**config.mk**
```make
export PLATFORM = sky130hd
export DESIGN_NAME = elevator_scan_ctrl
export DESIGN_NICKNAME = d
export VERILOG_FILES = /design/src/rtl/elevator_scan_ctrl_pkg.sv /design/src/rtl/elevator_req_scan.sv /design/src/rtl/elevator_scan_ctrl.sv
export SDC_FILE = /design/constraint.sdc
export NUM_CORES = 1
export LEC_CHECK = 0
export ABC_AREA = 1
export BUFFER_PORTS_ARGS = -buffer_cell sky130_fd_sc_hd__buf_2
export CAP_MARGIN = 10
export CORE_MARGIN = 3
export CORE_UTILIZATION = 40
export CTS_CLUSTER_SIZE = 30
export DETAILED_ROUTE_END_ITERATION = 7
export GPL_TIMING_DRIVEN = 0
export SLEW_MARGIN = 40
export SYNTH_ARGS = -nofsm -noshare
export SYNTH_HDL_FRONTEND = slang
export SYNTH_SLANG_ARGS = --single-unit
```
**constraint.sdc**
```tcl
create_clock -name clk -period 4.62 [get_ports clk]
set_input_delay 0.462 -clock clk [delete_from_list [all_inputs] [get_ports clk]]
set_output_delay 0.462 -clock clk [all_outputs]
set_load 0.005 [all_outputs]
```
**src/rtl/elevator_scan_ctrl_pkg.sv**
```systemverilog
// elevator_scan_ctrl_pkg: shared enums for the elevator SCAN controller
package elevator_scan_ctrl_pkg;
    typedef enum logic [1:0] {IDLE, UP, DOWN} direction_t;
    typedef enum logic {OPEN, CLOSE} door_t;
    typedef enum logic [1:0] {IDLE_S, MOVE_S, DWELL_S} state_t;
endpackage

```
**src/rtl/elevator_req_scan.sv**
```systemverilog
// elevator_req_scan: flags outstanding requests above and below the car
module elevator_req_scan #(
    parameter int  NUM_FLOORS = 8,
    localparam int FW         = $clog2(NUM_FLOORS)
) (
    input  logic [NUM_FLOORS-1:0] pending,
    input  logic [FW-1:0]         current_floor,
    output logic                  any_above,
    output logic                  any_below
);
    always_comb begin
        any_above = 1'b0;
        any_below = 1'b0;
        for (int i = 0; i < NUM_FLOORS; i++) begin
            any_above |= pending[i] && (i > int'(current_floor));
            any_below |= pending[i] && (i < int'(current_floor));
        end
    end
endmodule

```
**src/rtl/elevator_scan_ctrl.sv**
```systemverilog
// elevator_scan_ctrl: SCAN car controller with request bitmap and timed travel/dwell
module elevator_scan_ctrl
    import elevator_scan_ctrl_pkg::*;
#(
    parameter int  NUM_FLOORS    = 8,
    parameter int  TRAVEL_CYCLES = 50000000,
    parameter int  DOOR_CYCLES   = 100000000,
    localparam int FW            = $clog2(NUM_FLOORS)
) (
    input  logic                  clk,
    input  logic                  rst_n,
    input  logic                  req_valid,
    input  logic [FW-1:0]         req_floor,
    output logic                  req_err,
    output logic [NUM_FLOORS-1:0] pending,
    output logic [FW-1:0]         current_floor,
    output door_t                 door_state,
    output direction_t            elevator_direction
);
    localparam int MAXC = TRAVEL_CYCLES > DOOR_CYCLES ? TRAVEL_CYCLES : DOOR_CYCLES;
    localparam int CW   = $clog2(MAXC + 1);

    state_t                state_q, state_d;
    direction_t            dir_q, dir_d, last_q, last_d, go_dir;
    logic [FW-1:0]         floor_q, floor_d, next_floor;
    logic [NUM_FLOORS-1:0] pend_q, pend_d;
    logic [CW-1:0]         cnt_q, cnt_d;
    logic                  err_q, err_d;
    logic                  any_above, any_below, in_range, here, ahead, decide;
    logic                  term_travel, term_door;

    elevator_req_scan #(.NUM_FLOORS(NUM_FLOORS)) u_scan (
        .pending      (pend_q),
        .current_floor(floor_q),
        .any_above    (any_above),
        .any_below    (any_below)
    );

    always_comb begin
        in_range    = int'(req_floor) < NUM_FLOORS;
        here        = req_valid && in_range && req_floor == floor_q && state_q != MOVE_S;
        ahead       = last_q == UP ? any_above : any_below;
        go_dir      = any_above && any_below ? last_q : any_above ? UP : any_below ? DOWN : IDLE;
        next_floor  = last_q == UP ? floor_q + FW'(1) : floor_q - FW'(1);
        term_travel = cnt_q == CW'(TRAVEL_CYCLES - 1);
        term_door   = cnt_q == CW'(DOOR_CYCLES - 1);
        state_d     = state_q;
        dir_d       = dir_q;
        last_d      = last_q;
        floor_d     = floor_q;
        pend_d      = pend_q;
        cnt_d       = cnt_q;
        err_d       = req_valid && !in_range;
        decide      = 1'b0;
        if (req_valid && in_range && !here) pend_d[req_floor] = 1'b1;
        // the service clear below is applied after the set, so a same-edge request is absorbed
        case (state_q)
            IDLE_S: decide = 1'b1;
            DWELL_S: begin
                cnt_d  = term_door ? '0 : cnt_q + CW'(1);
                decide = term_door;
            end
            MOVE_S: begin
                cnt_d = term_travel ? '0 : cnt_q + CW'(1);
                if (term_travel && !ahead) begin
                    state_d = IDLE_S;
                    dir_d   = IDLE;
                end else if (term_travel) begin
                    floor_d = next_floor;
                    if (pend_q[next_floor]) begin
                        pend_d[next_floor] = 1'b0;
                        state_d            = DWELL_S;
                    end
                end
            end
            default: ;
        endcase
        if (here) begin
            state_d = DWELL_S;
            cnt_d   = '0;
        end else if (decide) begin
            state_d = go_dir == IDLE ? IDLE_S : MOVE_S;
            dir_d   = go_dir;
            last_d  = go_dir == IDLE ? last_q : go_dir;
            cnt_d   = '0;
        end
    end

    always_ff @(posedge clk) begin
        if (!rst_n) begin
            state_q <= IDLE_S;
            dir_q   <= IDLE;
            last_q  <= UP;
            floor_q <= '0;
            pend_q  <= '0;
            cnt_q   <= '0;
            err_q   <= 1'b0;
        end else begin
            state_q <= state_d;
            dir_q   <= dir_d;
            last_q  <= last_d;
            floor_q <= floor_d;
            pend_q  <= pend_d;
            cnt_q   <= cnt_d;
            err_q   <= err_d;
        end
    end

    assign req_err            = err_q;
    assign pending            = pend_q;
    assign current_floor      = floor_q;
    assign door_state         = state_q == MOVE_S ? CLOSE : OPEN;
    assign elevator_direction = dir_q;
endmodule
```
# Word level (Yosys, flattened, before mapping)
# Cells that the tools add are included.
dict set report totals {
  register_bits 44
  inputBits 6
  out_inout_bits 15
}
dict set report classes {
  addsub 3
  magnitude_cmp 18
  n_eq_ne 7
  n_mux 32
  bitwise 19
  n_reduce_logical 38
}
# operator count
set op_table {}
lappend op_table {{27-bit 2-to-1 mux} 2}
lappend op_table {{27-bit one-hot mux with 2 select lines} 1}
lappend op_table {{8-bit 2-to-1 mux} 5}
lappend op_table {{27-bit by 1-bit adder with 27-bit output, second input constant} 1}
lappend op_table {{27-bit by 26-bit == test with 1-bit output, second input constant} 1}
lappend op_table {{27-bit == test, second input constant} 1}
lappend op_table {{2-bit 2-to-1 mux} 13}
lappend op_table {{1-bit logical AND} 21}
lappend op_table {{3-bit greater-than comparator, first input constant} 4}
lappend op_table {{1-bit bitwise OR} 12}
lappend op_table {{3-bit AND reduction} 4}
lappend op_table {{3-bit less-than comparator, first input constant} 3}
lappend op_table {{3-bit nonzero test} 3}
lappend op_table {{8-bit bitwise AND} 1}
lappend op_table {{3-bit by 4-bit less-than comparator with 1-bit output, second input constant} 2}
lappend op_table {{8-bit NOT} 1}
lappend op_table {{8-bit bitwise OR} 1}
lappend op_table {{4-bit nonzero test} 2}
lappend op_table {{1-bit demux with 3-bit select} 2}
lappend op_table {{3-bit by 1-bit >= comparator with 1-bit output, second input constant} 2}
lappend op_table {{2-bit by 3-bit greater-than comparator with 1-bit output, first input constant} 2}
lappend op_table {{1-bit by 3-bit less-than comparator with 1-bit output, first input constant} 2}
lappend op_table {{2-bit by 3-bit less-than comparator with 1-bit output, first input constant} 2}
lappend op_table {{1-bit 2-to-1 mux} 6}
lappend op_table {{other kinds (16)} 23}

# Depth between registers and ports, before layout
# Gate-level depths: netlist (run 1).
dict set report depth {
  ltp_word 15
  ltp_mapped 15
  ltp_nobuf 15
}

# Hierarchy
# From an unflattened synthesis (run 1), not the netlist that was laid out.
dict set report hier_totals {
  cells_unflattened 498
  area_unflattened_um2 3078.0
}
# module n_inst cells_per_inst area_each_um2 seq_area_each_um2
set by_module_without_submodules {}
lappend by_module_without_submodules {elevator_scan_ctrl 1 462 2917.8 880.8}
lappend by_module_without_submodules {elevator_req_scan 1 36 160.2 0.0}

# Least setup slack after synthesis (run 1)
# OpenSTA, ideal clock, no wires.
dict set report synth_timing {
  path_kind {register to register}
  start {reg floor_q[0], in the netlist current_floor[0]}
  end {reg pend_q[6], in the netlist pending[6]}
  t_arrival_ps 1917
  t_required_ps 4505
  path_slack_ps 2589
  stages_incl_launch_ff 12
  n_path_buf 0
  synth_period_minus_slack_ps 2031
  cell_sequence {dfxtp_1 inv_1 ha_1 inv_1 nand3_1 nand2_2 inv_1 nand2_1 nor2_1 nor2_1 nand4_1 o21a_1}
}
dict set report synth_between {
  elab_chain_len 13
  elab_cells_between_ends 65
  cone_classes {add/sub: 2; order compare: 16; eq/ne: 1; mux: 11; bitwise: 14; reduce/logical: 21}
}
# element line
set synth_lines {}
lappend synth_lines {{start, declared} elevator_scan_ctrl.sv:25} ;# logic [FW-1:0] floor_q, floor_d, next_floor;
lappend synth_lines {{start signal, assigned} elevator_scan_ctrl.sv:102} ;# floor_q <= floor_d;
lappend synth_lines {{parallel branches: the longest is 12 deep, another holds 3-bit by 4-bit less-than comparator with 1-bit output} -}
lappend synth_lines {{8-bit 2-to-1 mux (*)} elevator_scan_ctrl.sv:57} ;# case (state_q)
lappend synth_lines {{end signal, assigned} elevator_scan_ctrl.sv:103} ;# pend_q <= pend_d;
lappend synth_lines {{end, declared} elevator_scan_ctrl.sv:26} ;# logic [NUM_FLOORS-1:0] pend_q, pend_d;
# Every way passes the cells marked *. The select of a mux whose other input is x is not followed.
# A chain may end at the register's enable or synchronous reset.

# Worst setup path after layout (run 1)
# Same ends and word-level chain as after synthesis.

==> summary.txt, run 1 <==
Outcome
  – Status: finished clean

Clocking
  – Post CTS Setup Buffer Count: 0
  – Post-CTS resize count: 0
  – CTS Root Cell: sky130_fd_sc_hd__clkbuf_8
  – Clock H-tree levels: 2
  – Clock tree buffer depth: 2
  – Clock sink count: 44
  – TritonCTS clock tree: yes
  – Clk Latency, worst-skew pair: 0.29 ns
  – CTS clk-pin slew, worst paths: 0.08 ns
  – Total CTS buffers: 5
  – Number of hold-repair buffers added at the cts stage: 0

Finish
  – Total inserted antenna cells: 0
  – Ratio of cells with drive above 1 in the final layout: 12.9%
  – Relative area change from synthesis to final layout: 10.6%
  – Final nets: 497
  – Fin util: 46.6%

Detailed routing
  – DRT iter0 DRCs: 214
  – Detailed Route WL: 6.86 mm
  – Detail-routed via count per cell: 4.93
  – ANT nets after route: 0
  – Routed wire per std cell: 11.9 um
  – Via count: 2852
  – Post-route DRC violation count: 0
  – Number of iterations in the first detailed-routing pass: 5

Critical path
  – Critical path depth in cells: 11
  – Critical Path RT: 4.81 ns
  – Largest stage delay, worst path: 0.55 ns
  – Type of element capturing the critical path: flop
  – Ordered list of cells on the worst path: inv_1 -> ha_1 -> inv_1 -> nand3_1 -> nand2_2 -> inv_1 -> nand2_1 -> nor2_1 -> nor2_1 -> nand4_1 -> o21a_1
  – Family with the most delay on the worst path: simple AND/OR/NAND/NOR gates
  – Most Frequent Cell on Critical Path: sky130_fd_sc_hd__inv_1
  – Critical path startpoint: current_floor[0]
  – Largest driver fanout on the critical path: 9
  – Critical Path Start Type: flop
  – Critical path's slowest cell: sky130_fd_sc_hd__dfxtp_1
  – WP data arrival: 2.64 ns
  – Crit path buf inv count: 3
  – Critical path class: flop to flop
  – Reg2reg start: current_floor[0]
  – Worst reg2reg path depth: 11
  – Destination of the critical timing path: pending[6]
  – Reg2reg setup slack: 2.17 ns
  – Endpoint of the lowest-slack register-to-register path: pending[6]

Timing
  – Worst setup skew after layout: 0.00612 ns
  – Final worst path period share: 53.0%
  – Final setup vio count: 0
  – Final sum of negative setup slack: 0 ns
  – Unrepaired setup endpoints after global routing: false
  – Time the final worst path needs with I/O delays and setup: 2.45 ns
  – Final-report hold violation count: 0
  – Slack of the critical path: 2.17 ns
  – Final slew viol count: 0
  – Max Clk Rate: 0.408 GHz

Global route
  – Aggregate global routing overflow: 0
  – Vias in the first global route: 2506
  – First-pass GRT wire length: 11.6 mm
  – Global router's overall resource usage: 16.8%
  – Antenna violations before repair: 0
  – Maximum number of pins on one net before global-route repair: 14

Floorplan
  – Die Outline Area: 8330 um2
  – Horizontal die dimension: 91.3 um
  – Die outline height: 91.3 um
  – Cell row count: 30
  – Number of primary I/O pins: 21
  – Core region area: 6910 um2
  – Effective utilization at floorplan: 42.1%

Logic synthesis
  – Yosys top cell by area: sky130_fd_sc_hd__dfxtp_1
  – Synth unique cells: 38
  – Post-synthesis mux area share: 0%
  – Mapped Nets: 471
  – Top flip-flop cell by instance count after synthesis: sky130_fd_sc_hd__dfxtp_1
  – Syn_area_per_cell: 6.39 um2
  – Area share of xor/xnor cells in the synthesized design: 5.12%
  – Share of synthesized area occupied by flip-flops and latches: 30.3%
  – Adder and majority gate portion of the synthesized area: 4.30%
  – Syn Std Cell Area: 2910 um2
  – Commonest cells in the synthesized netlist: sky130_fd_sc_hd__nand2_1 (109), sky130_fd_sc_hd__nor2_1 (72), sky130_fd_sc_hd__inv_1 (60)
  – Library cell with the highest instance count after synthesis: sky130_fd_sc_hd__nand2_1
  – Fraction of synthesized cell area taken by the top area cell type: 30.3%
  – Area contributors post-synth: sky130_fd_sc_hd__dfxtp_1 (30%), sky130_fd_sc_hd__nand2_1 (14%), sky130_fd_sc_hd__nor2_1 (9.3%)
  – Seq cells post-synth: 44
  – Area fraction in compound gates after synthesis: 7.78%
  – Post-synthesis share of cell area spent on and, or, nand and nor gates: 42.8%
  – YS warnings: 0
  – Share of flip-flops with an asynchronous set or reset after synthesis: 0%
  – Dominant combinational cell family by area after synthesis: simple AND/OR/NAND/NOR gates
  – Number of flops mapped to enable cells by yosys: 0
  – Synthesized netlist cell count: 455

Pwr
  – Maximum vdd ir drop: 0.178 mV
  – Design internal power: 0.000533 W
  – Part of the total power dissipated in the clock network: 34.6%
  – Share of power burned in combinational logic: 12.1%
  – Power per Cell Area: 226 nW/um2
  – Total design power: 0.000727 W
  – Sw Share: 26.6%
  – Switching power total: 0.000194 W
  – Static leakage: 1.36 nW
  – Sequential fraction of design power: 53.4%

Placement
  – Routability congestion estimate from global placement: 0.828
  – Detailed placement HPWL: 5.37 mm
  – Input/output buffers: 19
  – Setup slack after placement: 2.21 ns

Flow run
  – # Max-Cap Violations: 0

Worst hold path
  – Class of the most critical hold timing path: input pin to flop
[final cells by class]
cell class                      instances  area [um2]
Fill cell                             763        3690
Clock buffer                            7        86.3
Inverter                               63         236
Multi-Input combinational cell        341        1750
Timing Repair Buffer                   19        95.1
Sequential cell                        44         881
Tap cell                               96         120
Buffer                                  7        43.8
Clock inverter                          1        7.51
[worst min-delay path, stage by stage]
cell                      delay, ns
sky130_fd_sc_hd__buf_2         0.12
sky130_fd_sc_hd__o21ai_0       0.07
sky130_fd_sc_hd__a21oi_1       0.04
[cell usage in the layout, fill, tap and decap left out, drive strengths merged, types with 3 or more instances in the layout]
master  Yosys  final
nand4       9      9
xnor2       6      6
clkbuf      2      9
nor3       11     11
o21ai      15     15
nand3      43     43
or2         3      3
ha         10     10
nor2       83     83
nor4        3      3
a21oi      16     16
inv        63     63
xor2       11     11
dfxtp      44     44
nand2     119    119
buf         5     24
[metal layers]
| layer | global-route usage, % | routed length (um) | vias up |
|---|---|---|---|
| met2 | 26.7 | 3080 | 69 |
| met3 | 2.90 | 301 | 8 |
| met5 | 0 | 0 | - |
| li1 | - | - | 1488 |
| met4 | 3.77 | 65 | 0 |
| met1 | 23.6 | 3420 | 1287 |
[power by group through the flow]
| stage | sequential [W] | clock (W) | combinational (W) |
|---|---|---|---|
| 6_report | 0.000388 | 0.000251 | 0.0000877 |
| 5_1_grt | 0.000389 | 0.000274 | 0.0000991 |
| 4_1_cts | 0.000388 | 0.000262 | 0.0000877 |
| 3_5_place_dp | 0.000397 | 0 | 0.0000873 |
| 3_3_place_gp | 0.000397 | 0 | 0.0000869 |
| 2_1_floorplan | 0.000396 | 0 | 0.0000614 |
[metrics by stage]
step                hold slack, ns  area (um2)  std cells
finish                       0.442        3220        578
global route                 0.470        3220        578
floorplan                    0.419        2910        455
CTS                          0.432        3220        578
global placement             0.436        3120        570
detailed placement           0.445        3120        570
[how the worst min path moves through the flow]
| stage | startpoint | to | slack, ns | depth (start not counted) |
|---|---|---|---|---|
| 4_1_cts | rst_n | current_floor[2] | 0.43 | 3 |
| 5_1_grt | rst_n | current_floor[2] | 0.47 | 3 |
| 3_5_place_dp | last_q[1] | last_q[1] | 0.45 | 2 |
| 2_1_floorplan | last_q[1] | last_q[1] | 0.42 | 2 |
| 6_report | rst_n | current_floor[2] | 0.44 | 3 |
| 3_3_place_gp | last_q[1] | last_q[1] | 0.44 | 2 |
[registers in the layout (all words and copies together) (netlist names)]
signal / flops
cnt_q: 27
current_floor: 3
elevator_direction: 2
last_q: 2
pending: 8
state_q: 2
[kinds of logic (layout without fill, tap and decap cells)]
| kind of cell | count (synthesis) | after routing |
|---|---|---|
| and+or+nand+nor | 273 | 273 |
| adders and majority gates | 10 | 10 |
| DFF | 44 | 44 |
| xor gates and xnor gates | 17 | 17 |
| AOI/OAI and AO/OA | 40 | 40 |
| buffers and inverters | 70 | 97 |
| other | 1 | 1 |
No activity file was read; power rests on OpenSTA's default activity.
==> run 2, diff against run 1 <==
==> constraint.sdc (replaced) <==
create_clock -name clk -period 2.45 [get_ports clk]
set_input_delay 0.245 -clock clk [delete_from_list [all_inputs] [get_ports clk]]
set_output_delay 0.245 -clock clk [all_outputs]
set_load 0.005 [all_outputs]
==> summary.txt, run 2 (synthesis results as in run 1) <==
Outcome
  – Status: finished clean (unchanged)

Clocking
  – Number of hold-repair buffers added at the cts stage: 0 (unchanged)
  – Clk Latency, worst-skew pair: 0.29 ns (about the same)
  – TritonCTS clock tree: yes (unchanged)
  – Post CTS Setup Buffer Count: 0 (unchanged)
  – Clock sink count: 44 (unchanged)
  – Clock H-tree levels: 2 (unchanged)
  – CTS clk-pin slew, worst paths: 0.08 ns (about the same)
  – Clock tree buffer depth: 2 (unchanged)
  – CTS Root Cell: sky130_fd_sc_hd__clkbuf_8 (unchanged)
  – Total CTS buffers: 5 (unchanged)

Finish
  – Most common cell after layout, fill and taps aside: sky130_fd_sc_hd__nand2_1 (unchanged)
  – Register containing the most flip-flops in the final layout: cnt_q (unchanged)
  – Max FFs per register: 27 (unchanged)
  – Final nets: 497 (unchanged)
  – Most frequent cells in the layout: sky130_fd_sc_hd__nand2_1 (109), sky130_fd_sc_hd__nor2_1 (71), sky130_fd_sc_hd__inv_1 (60), sky130_fd_sc_hd__nand3_1 (42), sky130_fd_sc_hd__dfxtp_1 (42) (was sky130_fd_sc_hd__nand2_1 (109), sky130_fd_sc_hd__nor2_1 (72), sky130_fd_sc_hd__inv_1 (60), sky130_fd_sc_hd__dfxtp_1 (44), sky130_fd_sc_hd__nand3_1 (42))
  – Post-layout instance count excluding filler cells: 578 (unchanged)
  – Relative area change from synthesis to final layout: 10.9% (was 10.6%)
  – Total inserted antenna cells: 0 (unchanged)
  – Ratio of cells with drive above 1 in the final layout: 13.5% (was 12.9%)

Pwr
  – Part of the total power dissipated in the clock network: 34.5% (was 34.6%)
  – Static leakage: 1.36 nW (about the same)
  – Switching power total: 0.000363 W (was 0.000194 W)
  – Sequential fraction of design power: 53.4% (about the same)
  – Sw Share: 26.5% (was 26.6%)
  – Design internal power: 0.00101 W (was 0.000533 W)
  – Share of power burned in combinational logic: 12.1% (about the same)
  – Maximum vdd ir drop: 0.332 mV (was 0.178 mV)
  – Power per Cell Area: 424 nW/um2 (was 226 nW/um2)

Timing
  – Final worst path period share: 89.4% (was 53.0%)
  – Time the final worst path needs with I/O delays and setup: 2.19 ns (was 2.45 ns)
  – Max Clk Rate: 0.457 GHz (was 0.408 GHz)
  – Unrepaired setup endpoints after global routing: false (unchanged)
  – Worst hold margin: 0.224 ns (was 0.442 ns)
  – Final-report hold violation count: 0 (unchanged)
  – Final setup vio count: 0 (unchanged)
  – Final slew viol count: 0 (unchanged)
  – Worst setup skew after layout: 0.00522 ns (was 0.00612 ns)
  – Final sum of negative setup slack: 0 ns (unchanged)

Placement
  – Detailed placement HPWL: 5.37 mm (unchanged)
  – Input/output buffers: 19 (unchanged)
  – Number of placed cells counting well taps: 570 (unchanged)
  – Routability congestion estimate from global placement: 0.828 (unchanged)

Detailed routing
  – Via count: 2830 (was 2852)
  – Routed wire per std cell: 11.8 um (was 11.9 um)
  – DRT iter0 DRCs: 200 (was 214)
  – Number of iterations in the first detailed-routing pass: 4 (was 5)
  – ANT nets after route: 0 (unchanged)
  – Detail-routed via count per cell: 4.90 (was 4.93)
  – Post-route DRC violation count: 0 (unchanged)
  – Detailed Route WL: 6.82 mm (was 6.86 mm)

Floorplan
  – Effective utilization at floorplan: 42.1% (unchanged)
  – Core region area: 6910 um2 (unchanged)
  – Horizontal die dimension: 91.3 um (unchanged)
  – Cell row count: 30 (unchanged)
  – Number of primary I/O pins: 21 (unchanged)
  – Die Outline Area: 8330 um2 (unchanged)
  – Die outline height: 91.3 um (unchanged)

Critical path
  – Critical Path RT: 2.64 ns (was 4.81 ns)
  – Critical Path Start Type: flop (unchanged)
  – Most Frequent Cell on Critical Path: sky130_fd_sc_hd__inv_1 (unchanged)
  – Critical path class: flop to flop (unchanged)
  – Worst reg2reg path depth: 11 (unchanged)
  – WP data arrival: 2.38 ns (was 2.64 ns)
  – Largest driver fanout on the critical path: 9 (unchanged)
  – Ordered list of cells on the worst path: inv_1 -> ha_1 -> inv_1 -> nand3_1 -> nand2_2 -> inv_1 -> nand2_1 -> nor2_1 -> nor2_2 -> nand4_1 -> o21a_1 (was inv_1 -> ha_1 -> inv_1 -> nand3_1 -> nand2_2 -> inv_1 -> nand2_1 -> nor2_1 -> nor2_1 -> nand4_1 -> o21a_1)
  – Largest stage delay, worst path: 0.44 ns (was 0.55 ns)
  – Type of element capturing the critical path: flop (unchanged)
  – Critical path's slowest cell: sky130_fd_sc_hd__dfxtp_2 (was sky130_fd_sc_hd__dfxtp_1)

Flow run
  – # Max-Cap Violations: 0 (unchanged)

Global route
  – Vias in the first global route: 2506 (unchanged)
  – First-pass GRT wire length: 11.6 mm (unchanged)
  – Antenna violations before repair: 0 (unchanged)
  – Aggregate global routing overflow: 0 (unchanged)
  – Global router's overall resource usage: 16.8% (unchanged)
  – Maximum number of pins on one net before global-route repair: 14 (unchanged)

Worst hold path
  – Depth of the worst hold-timing path: 3 (unchanged)
  – Class of the most critical hold timing path: input pin to flop (unchanged)
## run 2: cell types whose count changed in the layout (fill, tap and decap cells not counted)
cell                       previous run  this run
sky130_fd_sc_hd__clkbuf_4             0         1
sky130_fd_sc_hd__nor2_1              72        71
sky130_fd_sc_hd__dfxtp_1             44        42
sky130_fd_sc_hd__dfxtp_2              0         2
sky130_fd_sc_hd__buf_2               21        20
sky130_fd_sc_hd__nor2_2               7         8
## run 2: metal layers
layer  track usage, %  routed length [um]
met1             23.6                3380
met2             26.7                3100
met3             2.90                 286
met4             3.77                  61
met5                0                   0
## run 2: repair_timing
item / 4_1_cts / 5_1_grt
hold endpoints to repair: 0 / 0
endpoints found under the setup margin: 0 / 10
gates resized for setup: 0 / 4
## run 2: layout make-up
class	count	area [um2]
fillers	761	3680
inverters	63	236
clock buffers	7	86.3
clock inverters	1	7.51
plain buffers	7	46.3
repair buffers	19	95.1
multi-input cells	341	1750
well taps	96	120
flip-flops and latches	44	883
## run 2: power by group through the flow
stage                     clock network [W]  logic [W]  registers [W]
after floorplan                           0   0.000116       0.000748
after global placement                    0   0.000164       0.000748
after detailed placement                  0   0.000165       0.000749
after CTS                          0.000495   0.000165       0.000732
after global routing               0.000517   0.000187       0.000733
final                              0.000472   0.000165       0.000731
## run 2: worst max-delay path: cells and delay by family, from the launching register on
family	cells	cell delay [ns]
adders and majority gates	1	0.36
DFF	1	0.44
and+or+nand+nor	6	0.74
buffers and inverters	3	0.33
AOI/OAI and AO/OA	1	0.20
## run 2: final timing paths
kind,end,from,slack (ns)
setup / recovery,pending[6],current_floor[0],0.26
hold / removal,current_floor[2],rst_n,0.22
setup reg to reg,pending[6],current_floor[0],0.26
hold reg to reg,last_q[1],last_q[1],0.45
## run 2: stage by stage
| step | util (%) | area (um2) | setup WS [ns] | power, W |
|---|---|---|---|---|
| after floorplan | - | 2910 | 0.419 | 0.000863 |
| after global placement | 45.2 | 3120 | 0.0771 | 0.000912 |
| after detailed placement | 45.2 | 3120 | 0.0421 | 0.000913 |
| after CTS | 46.6 | 3220 | 0.0362 | 0.00139 |
| after global routing | 46.7 | 3230 | 0.0357 | 0.00144 |
| final | 46.7 | 3230 | 0.261 | 0.00137 |
